`src/rtl/jesd_rx_ramp_checker_pkg.sv`:
```
// Shared types and ramp arithmetic for the JESD204 RX ramp checker.
package jesd_rx_ramp_checker_pkg;

   typedef enum logic [1:0] {
      ST_IDLE    = 2'd0,
      ST_ACQUIRE = 2'd1,
      ST_CHECK   = 2'd2
   } state_e;

   // Ramp value carried by slot (i,j) of a beat whose slot (0,0) holds base.
   // The caller truncates to NP bits, which makes the sum modulo 2^NP.
   function automatic logic [31:0] slot_expected(input logic [31:0] base,
                                                 input logic [31:0] i,
                                                 input logic [31:0] j,
                                                 input logic [31:0] num_ch);
      return base + num_ch * j + i;
   endfunction

   // 32-bit add that sticks at all-ones instead of wrapping.
   function automatic logic [31:0] sat_add32(input logic [31:0] a,
                                             input logic [31:0] b);
      logic [32:0] sum;
      sum = {1'b0, a} + {1'b0, b};
      return sum[32] ? '1 : sum[31:0];
   endfunction

endpackage

```
`src/rtl/jesd_ramp_beat_compare.sv`:
```
// Combinational compare of one sample beat against a ramp base, plus a
// self-consistency test of the beat against its own slot (0,0).
module jesd_ramp_beat_compare
   import jesd_rx_ramp_checker_pkg::*;
#(
   parameter int NUM_CH         = 4,
   parameter int SAMPLES_PER_CH = 2,
   parameter int NP             = 16,
   localparam int NSLOT         = NUM_CH * SAMPLES_PER_CH,
   localparam int CW            = $clog2(NSLOT + 1),
   localparam int IW            = (NSLOT > 1) ? $clog2(NSLOT) : 1
) (
   input  logic [NP-1:0]       base_i,
   input  logic [NSLOT*NP-1:0] data_i,
   output logic [NSLOT-1:0]    mismatch_o,
   output logic [CW-1:0]       mism_count_o,
   output logic [IW-1:0]       first_idx_o,
   output logic                self_consistent_o,
   output logic                all_zero_o
);

   logic [NP-1:0]    slot00;
   logic [NSLOT-1:0] consistent;

   assign slot00     = data_i[NP-1:0];
   assign all_zero_o = (data_i == '0);

   for (genvar gi = 0; gi < NUM_CH; gi++) begin : g_ch
      for (genvar gj = 0; gj < SAMPLES_PER_CH; gj++) begin : g_smp
         localparam int K = SAMPLES_PER_CH * gi + gj;
         logic [NP-1:0] slot;
         assign slot          = data_i[NP*K +: NP];
         assign mismatch_o[K] = slot != NP'(slot_expected(32'(base_i), 32'(gi), 32'(gj), 32'(NUM_CH)));
         assign consistent[K] = slot == NP'(slot_expected(32'(slot00), 32'(gi), 32'(gj), 32'(NUM_CH)));
      end
   end

   assign self_consistent_o = &consistent;

   // Popcount of mismatches; scanning downward leaves the lowest index in first_idx_o.
   always_comb begin
      // NOTE: every combinational output gets a default first so no path can infer a latch.
      mism_count_o = '0;
      first_idx_o  = '0;
      for (int k = NSLOT - 1; k >= 0; k--) begin
         if (mismatch_o[k]) begin
            mism_count_o = mism_count_o + CW'(1);
            first_idx_o  = IW'(k);
         end
      end
   end

endmodule

```
`config.mk`:
```
export PLATFORM = sky130hd
export DESIGN_NAME = jesd_ramp_beat_compare
export DESIGN_NICKNAME = d
export VERILOG_FILES = /design/src/rtl/jesd_rx_ramp_checker_pkg.sv /design/src/rtl/jesd_ramp_beat_compare.sv
export SDC_FILE = /design/constraint.sdc
export NUM_CORES = 1
export LEC_CHECK = 0
export CAP_MARGIN = 20
export CORE_ASPECT_RATIO = 0.7
export CORE_MARGIN = 2
export CORE_UTILIZATION = 60
export DETAILED_ROUTE_END_ITERATION = 12
export PLACE_DENSITY = 0.91
export SLEW_MARGIN = 20
export SYNTH_ARGS = -nofsm -noshare
export SYNTH_HDL_FRONTEND = slang
export SYNTH_SLANG_ARGS = --single-unit
```
`constraint.sdc`:
```
create_clock -name vclk -period 17.8
set_input_delay 1.78 -clock vclk [all_inputs]
set_output_delay 1.78 -clock vclk [all_outputs]
set_load 0.05 [all_outputs]
```
Yosys cells after proc, flatten, opt, wreduce, memory -nomap -nowiden
Index checks and enable logic that the tools add are counted.
W data, S select, Z words.
{ "op_classes": {"mux": 16, "addsub": 21, "n_reduce_logical": 2, "eq_ne": 15} }
{ "ops": {"columns": ["op", "n"], "rows": [
  ["$add A16 B2 Y16 const B", 8],
  ["$logic_not A128 Y1", 1],
  ["$ne A16 B16 Y1", 8],
  ["$eq A16 B16 Y1", 7],
  ["$add A16 B1 Y16 const B", 4],
  ["$add A16 B3 Y16 const B", 2],
  ["$add A4 B1 Y4 const B", 7],
  ["$mux W4", 7],
  ["$mux W3", 8],
  ["$reduce_and A7 Y1", 1],
  ["$mux W1", 1]
]} }
{ "word_totals": {"out_inout_bits": 17, "reg_bits": 0} }

Longest topological paths before layout
Gate-level depths: netlist (run 1).
{ "logic_depth": {"word_depth": 18, "ltp_mapped": 30, "mapped_depth_nobuf": 29} }

Worst setup path before layout (run 1)
Ideal clock, no wire load.
{ "synth_path": {"path_kind": "input to output", "from": "input base_i[2]", "to": "output mism_count_o[2]", "arrival_time_ns": 7.739, "path_stages": 28, "slack_ns": 8.281, "required_ns": 16.020, "path_buffers": 0, "cell_sequence": "ha_1 > nand2_1 > nor4_1 > o32a_1 > and3_1 > nand2_1 > nor3_1 > xnor2_1 > nand4_1 > a211oi_1 > inv_1 > ha_1 > mux2_2 > ha_1 > or2b_1 > o21ai_0 > inv_1 > ha_1 > nand2_1 > o21ai_0 > ha_1 > nand2b_1 > nand2_1 > a31oi_1 > a21oi_1 > ha_1 > nand2_1 > xnor2_1"} }
{ "synth_via": {"elab_chain_len": 18, "elab_cells_between_ends": 30} }
{ "synth_lines": {"columns": ["element", "line_no", "text"], "rows": [
  ["start: declaration", "jesd_ramp_beat_compare.sv:13", "input logic [NP-1:0] base_i,"],
  ["$add A16 B3 Y16 *", "jesd_rx_ramp_checker_pkg.sv:16", "return base + num_ch * j + i;"],
  ["$add A16 B2 Y16 *", "jesd_rx_ramp_checker_pkg.sv:16", null],
  ["$ne A16 B16 Y1 *", "jesd_ramp_beat_compare.sv:33", "assign mismatch_o[K] = slot != NP'(slot_expected(32'(base_i), 32'(gi), 32'(gj), 32'(NUM_CH)));"],
  ["named net mismatch_o[7]", "jesd_ramp_beat_compare.sv:15", "output logic [NSLOT-1:0] mismatch_o,"],
  ["$mux W1 *", "jesd_ramp_beat_compare.sv:46", "if (mismatch_o[k]) begin"],
  ["$add A4 B1 Y4", "jesd_ramp_beat_compare.sv:47", "mism_count_o = mism_count_o + CW'(1);"],
  ["$mux W4 *", "jesd_ramp_beat_compare.sv:46", null],
  ["$add A4 B1 Y4", "jesd_ramp_beat_compare.sv:47", null],
  ["[... 3 more ...]", null, null],
  ["$add A4 B1 Y4", "jesd_ramp_beat_compare.sv:47", null],
  ["$mux W4 *", "jesd_ramp_beat_compare.sv:46", null],
  ["$add A4 B1 Y4", "jesd_ramp_beat_compare.sv:47", null],
  ["$mux W4 *", "jesd_ramp_beat_compare.sv:46", null],
  ["$add A4 B1 Y4", "jesd_ramp_beat_compare.sv:47", null],
  ["$mux W4 *", "jesd_ramp_beat_compare.sv:46", null],
  ["$add A4 B1 Y4", "jesd_ramp_beat_compare.sv:47", null],
  ["$mux W4 *", "jesd_ramp_beat_compare.sv:46", null],
  ["end: declaration", "jesd_ramp_beat_compare.sv:16", "output logic [CW-1:0] mism_count_o,"]
]} }
Mark *: on every way through the listed nets, which the timed path passes. The rest lies on a longest branch.

Final worst setup path (run 1)
{ "layout_path": {"from": "input base_i[2]", "to": "output mism_count_o[3]"} }
{ "layout_via": {"elab_chain_len": 18, "elab_cells_between_ends": 30} }
{ "layout_lines": {"columns": ["element", "line_no"], "rows": [
  ["$add A16 B3 Y16", "jesd_rx_ramp_checker_pkg.sv:16"],
  ["$add A16 B2 Y16", "jesd_rx_ramp_checker_pkg.sv:16"],
  ["$ne A16 B16 Y1", "jesd_ramp_beat_compare.sv:33"],
  ["$mux W1", "jesd_ramp_beat_compare.sv:46"],
  ["$add A4 B1 Y4", "jesd_ramp_beat_compare.sv:47"],
  ["$mux W4", "jesd_ramp_beat_compare.sv:46"],
  ["$add A4 B1 Y4", "jesd_ramp_beat_compare.sv:47"],
  ["$mux W4", "jesd_ramp_beat_compare.sv:46"],
  ["[... 2 more ...]", null],
  ["$add A4 B1 Y4", "jesd_ramp_beat_compare.sv:47"],
  ["$mux W4", "jesd_ramp_beat_compare.sv:46"],
  ["$add A4 B1 Y4", "jesd_ramp_beat_compare.sv:47"],
  ["$mux W4", "jesd_ramp_beat_compare.sv:46"],
  ["$add A4 B1 Y4", "jesd_ramp_beat_compare.sv:47"],
  ["$mux W4", "jesd_ramp_beat_compare.sv:46"],
  ["$add A4 B1 Y4", "jesd_ramp_beat_compare.sv:47"],
  ["$mux W4 *", "jesd_ramp_beat_compare.sv:46"]
]} }
Mark *: on every way between the ends. The rest lies on a longest branch, timed or not.

==> metrics.md, run 1 <==
| Metric | Value |
|---|---|
| Status | finished clean |
| Sequential cell area fraction in the yosys report | 0% |
| Max stage delay cell, worst path | clkdlybuf4s50_1 |
| Clock network power share | 0% |
| Req. time, crit path | 16.02 ns |
| Vias in the first global route | 9091 |
| Pwr per Cell Area | 25.4 nW/um^2 |
| RSZ-0062 raised after global routing | false |
| Slew Viols, Final | 0 |
| Crit-path leading delay family | simple AND/OR/NAND/NOR gates |
| Drt initial violations | around 1900 |
| Worst min path class | in2out |
| Placed inst area | 9630 um^2 |
| Final #Nets | 1444 |
| Tcrit/Tclk final | 68.7% |
| Lkg Pwr | 3.18 nW |
| Worst Setup Path Type | in2out |
| DR DRC count | 0 |
| Final setup violation count | 0 |
| Internal power | 0.101 mW |
| Placer Congestion | 1.12 |
| Fin. Hold Viols | 0 |
| Worst slew pin tran | 1.33 ns |
| Critical path capture point type | primary output |
| Share of layout cells above drive strength 1 | 3.30% |
| Worst vdd ir | about 0.018 mV |
| First-pass GRT wire length | 53700 um |
| Comb power frac | between 90% and 100% |
| Clock buffer count in the final layout | 0 |
| Syn Area/Cell | 6.90 um^2 |
| Yosys cell types | 95 |
| Synth Instances | 1184 |
| Synth-to-Final Area Change | 17.8% |
| Hold path depth | 4 |
| I/O pins | about 160 |
| Max Cap Viol | 0 |
| Wire length per cell | 24.8 um |
| Post_cts resized | 0 |
| Number of buffers added on ports | 161 |
| Worst slew margin | a little under a tenth |
| Post-Syn Nets | roughly 1400 |
| Detailed-route via count | 10400 |
| Hold endpoint | self_consistent_o |
| Effective utilization at floorplan | 61.8% |
| Iteration count of the initial detailed-routing pass | 8 |
| NetSw | 0.143 mW |
| Rows | 35 |
| Min-delay src | data_i[62] |
| Storage element area | 0 um^2 |
| Fmax | 81.8 MHz |
| Post-route ant nets | 0 |
| Sequential power share | 0% |
| Die area | 14600 um^2 |
| Vias per cell | 7.11 |
| Final core occ | 72.8% |
| Die X | 144 um |
| Post-DP HPWL | around 29000 um |
| Post-Syn Area | 8170 um^2 |
| Crit path arrival time | 10.44 ns |
| Minimum clock period | approximately 12 ns |
| Hold buffers post-CTS | 0 |
| Post-CTS setup buffers | 0 |
| Critical path buffers and inverters | 4 |
| CP Launch Type | input pin |
| Switching Share | roughly 59% |
| Largest net degree at the start of global routing | 25 |
| Core Area | 13200 um^2 |
| Yosys warns | 0 |
| Antenna violations before repair | 0 |
| Die Height | roughly 100 um |
| Power Total | approximately 0.24 mW |
| Layout sequential cell count | 0 |
| Max incr delay on CP | 1.05 ns |
| GR Overflow Total | 0 |
| WL final | 36100 um |
| Most frequent CP cell | ha_1 |
| Finished Cell Area | 9630 um^2 |
| ANT cells | 0 |
| Accumulated negative setup slack | 0 ns |
| Tot GR Track Use | 48.2% |
| CP max FO | 18 |
==> final cells by class <==
class,count,area [um^2]
well taps,185,231
repair buffers,168,1660
inverters,25,93.8
multi-input cells,1080,7640
fillers,1149,3590
==> power by group through the flow <==
| stage | registers, mW | clock network, mW | logic [mW] |
|---|---|---|---|
| final | 0 | 0 | 0.245 |
| after global routing | 0 | 0 | 0.255 |
| after CTS | 0 | 0 | 0.233 |
| after detailed placement | 0 | 0 | 0.231 |
| after global placement | 0 | 0 | 0.228 |
| after floorplan | 0 | 0 | 0.147 |
==> layer usage <==
metal  vias to the layer above  global-route usage (%)  wire [um]
met5                         -                       0          0
met4                         0                    13.1       2000
met3                       210                    18.4       7000
met2                      1015                    68.9      13600
met1                      4668                    67.5      13500
li1                       4479                       -          -
==> Yosys cell counts (12+ instances only) <==
cell type / count / area [um^2]
a31oi_1: 19 / 119
inv_1: 25 / 93.8
xnor2_1: 207 / 1810
nor4_1: 64 / 400
a21oi_1: 47 / 235
nand4_1: 41 / 257
nand2_1: 102 / 383
clkbuf_1: 46 / 173
o21ai_0: 57 / 285
nand3_1: 55 / 275
nand2b_1: 12 / 75.1
xor2_1: 101 / 885
ha_1: 25 / 313
nor3_1: 55 / 275
nor2_1: 83 / 312
and3_1: 14 / 87.6
==> layout by cell type (no fill, tap or decap), types with 7 or more instances in the layout <==
| cell type | n |
|---|---|
| xnor3_1 | 9 |
| a21oi_1 | 47 |
| buf_4 | 7 |
| nor4_1 | 64 |
| or3_1 | 11 |
| and3_1 | 14 |
| nand3_1 | 55 |
| nand2_1 | 102 |
| nor2_1 | 83 |
| clkdlybuf4s50_1 | 161 |
| nor2b_1 | 11 |
| xor2_1 | 101 |
| nand3b_1 | 10 |
| ha_1 | 25 |
| a211oi_1 | 9 |
| nand4_1 | 41 |
| inv_1 | 25 |
| and4_1 | 8 |
| a31oi_1 | 19 |
| nor3_1 | 55 |
| xnor2_1 | 207 |
| nand2b_1 | 12 |
| o21ai_0 | 57 |
| or4_1 | 7 |
==> metrics by stage <==
| step | hold slack [ns] | setup WS [ns] | std cells |
|---|---|---|---|
| 2_1_floorplan | 3.84 | 8.28 | 1184 |
| 3_3_place_gp | 5.06 | 6.24 | 1458 |
| 3_5_place_dp | 5.05 | 5.82 | 1458 |
| 4_1_cts | 5.05 | 5.80 | 1458 |
| 5_1_grt | 5.17 | 5.19 | 1458 |
| 6_report | 5.07 | 5.58 | 1458 |
==> worst max path at each step <==
| stage | start | cells past startpoint | end |
|---|---|---|---|
| 2_1_floorplan | base_i[2] | 28 | mism_count_o[2] |
| 3_3_place_gp | base_i[3] | 30 | mism_count_o[3] |
| 3_5_place_dp | base_i[3] | 30 | mism_count_o[3] |
| 4_1_cts | base_i[3] | 30 | mism_count_o[3] |
| 5_1_grt | base_i[3] | 30 | mism_count_o[3] |
| 6_report | base_i[2] | 29 | mism_count_o[3] |
==> cell families after synthesis <==
logic type      after synthesis  synth area share (%)
compound gates              209                  16.6
xor+xnor                    325                  37.9
fa+ha+maj                    25                  3.83
buf+inv                     104                  6.49
mux                           4                 0.566
simple gates                517                  34.6
Note: power is estimated with default switching activity, not from simulation.
==> inputs of run 2 (changes only) <==
--- a/config.mk
+++ b/config.mk
@@ -8,9 +8,9 @@
 export CAP_MARGIN = 20
 export CORE_ASPECT_RATIO = 0.7
 export CORE_MARGIN = 2
-export CORE_UTILIZATION = 60
+export CORE_UTILIZATION = 56
 export DETAILED_ROUTE_END_ITERATION = 12
-export PLACE_DENSITY = 0.91
+export PLACE_DENSITY = 0.86
 export SLEW_MARGIN = 20
 export SYNTH_ARGS = -nofsm -noshare
 export SYNTH_HDL_FRONTEND = slang
==> constraint.sdc (replaced) <==
create_clock -name vclk -period 12.81
set_input_delay 1.281 -clock vclk [all_inputs]
set_output_delay 1.281 -clock vclk [all_outputs]
set_load 0.05 [all_outputs]
==> run 2 against run 1 <==
Core utilization shrank 4.6 points. Critical path type unchanged. Highest routed layer unchanged. Largest cell class unchanged. Routed wire length grew 1.8%. Critical path depth is the same. Worst setup slack lost 3.9 ns. Global-route usage shrank 2.6 points. Clock-buffer cell count is the same. Flip-flop and latch count is the same. Sequential share of layout area is the same. Non-clock buffer count shrank 2. Combinational power grew 38%.
==> metrics.md, run 2 (synthesized netlist as in run 1, its figures left out) <==
| Metric | Value |
|---|---|
| Status | finished clean |
| Tcrit/Tclk final | 86.8% |
| Hold buffers post-CTS | 0 |
| Effective utilization at floorplan | 58.0% |
| Die Height | between 100 and 150 um |
| Worst vdd ir | between 0.02 and 0.03 mV |
| Fin. Hold Viols | 0 |
| Met1 usage | roughly 64% |
| Dpl ws | 1.87 ns |
| Die area | between 15000 and 20000 um^2 |
| Most frequent CP cell | ha_1 |
| Comb power frac | 100.0% |
| Clock network power share | 0% |
| Clock buffer count in the final layout | 0 |
| Iteration count of the initial detailed-routing pass | 8 |
| Post-DP HPWL | roughly 30000 um |
| Tot GR Track Use | between 40% and 50% |
| Worst min path class | in2out |
| Share of layout cells above drive strength 1 | about 3.1% |
| CP Launch Type | input pin |
| Wire length per cell | 25.1 um |
| Number of buffers added on ports | 161 |
| Final setup violation count | 0 |
| Vias in the first global route | between 9000 and 10000 |
| Storage element area | 0 um^2 |
| Layer with the highest usage | met2 |
| Vias per cell | between 6 and 7 |
| GR Overflow Total | 0 |
| Post-route ant nets | 0 |
| Antenna violations before repair | 0 |
| Rows | 36 |
| Crit path arrival time | 9.84 ns |
| Layout sequential cell count | 0 |
| Largest net degree at the start of global routing | 25 |
| Critical path capture point type | primary output |
| Minimum clock period | approximately 11 ns |
| Internal power | 0.141 mW |
| Synth-to-Final Area Change | 17.8% |
| Global-route track usage on met2 | 65.4% |
| ANT cells | 0 |
| Drt initial violations | 1536 |
| Met3 GRT Util | 18.1% |
| Hold Slack | about 4 ns |
| NetSw | 0.199 mW |
| Placer Congestion | about 1.1 |
| DR DRC count | 0 |
| RSZ-0062 raised after global routing | false |
| Hold path depth | 4 |
| Max stage delay cell, worst path | clkdlybuf4s50_1 |
| Detailed-route via count | 10000 |
| WL final | 36700 um |
| Max Cap Viol | 0 |
| Worst Setup Path Type | in2out |
| CP max FO | 20 |
| Switching Share | 58.6% |
| I/O pins | between 150 and 200 |
| Sequential power share | 0% |
| Worst slew pin tran | about 1.2 ns |
| First-pass GRT wire length | between 50000 and 60000 um |
| Post_cts resized | 0 |
| Most common cell after layout, fill and taps aside | xnor2_1 |
| Core Area | 14100 um^2 |
| Fmax | between 80 and 90 MHz |
| Accumulated negative setup slack | 0 ns |
| Req. time, crit path | about 12 ns |
| Final Worst Setup Slack | 1.69 ns |
| Worst slew margin | about 22% |
| Final #Nets | 1442 |
| Max incr delay on CP | 0.98 ns |
| Slew Viols, Final | 0 |
| Die X | 148 um |
| Lkg Pwr | 3.17 nW |
| Power Total | 0.339 mW |
| Most frequent cells in the layout | xnor2_1, clkdlybuf4s50_1, nand2_1, xor2_1, nor2_1 |
| Pwr per Cell Area | roughly 35 nW/um^2 |
| Post-CTS setup buffers | 0 |
## run 2: cell types whose count changed in the layout (fill, tap and decap cells not counted)
cell / previous run / this run
a2111oi_0: 2 / 1
a2111oi_1: 0 / 1
buf_4: 7 / 5
## run 2: worst paths after layout
check  slack, ns        from                 to
max         1.69   base_i[3]    mism_count_o[3]
min         4.08  data_i[62]  self_consistent_o
## run 2: routing by layer
metal / wire length, um / vias to the layer above
li1: - / 4461
met1: 14600 / 4521
met2: 14100 / 881
met3: 6520 / 150
met4: 1510 / 0
met5: 0 / -
## run 2: power by group through the flow
stage | Sequential (mW) | Clock [mW] | Combinational (mW)
global placement | 0 | 0 | 0.321
CTS | 0 | 0 | 0.325
floorplan | 0 | 0 | 0.205
global route | 0 | 0 | 0.356
detailed placement | 0 | 0 | 0.323
finish | 0 | 0 | 0.339
## run 2: cell type report
cell class         count  area, um^2
repair buffers       166        1650
inverters             25        93.8
multi-input cells   1080        7640
fillers             1294        4470
well taps            190         238
## run 2: stage by stage
| step | utilization (%) | std cells | instance area, um^2 |
|---|---|---|---|
| floorplan | - | 1184 | 8170 |
| finish | 68.3 | 1461 | 9630 |
| detailed placement | 68.3 | 1461 | 9620 |
| global route | 68.3 | 1461 | 9630 |
| global placement | 68.3 | 1461 | 9620 |
| CTS | 68.3 | 1461 | 9620 |
## run 2: worst max-delay path: cells and delay by family
kind / cells / cell delay (ns)
AOI/OAI and AO/OA: 6 / 1.30
xor gates and xnor gates: 3 / 0.62
adders and majority gates: 5 / 1.74
buffers and inverters: 4 / 2.01
muxes: 1 / 0.27
and+or+nand+nor: 10 / 2.61
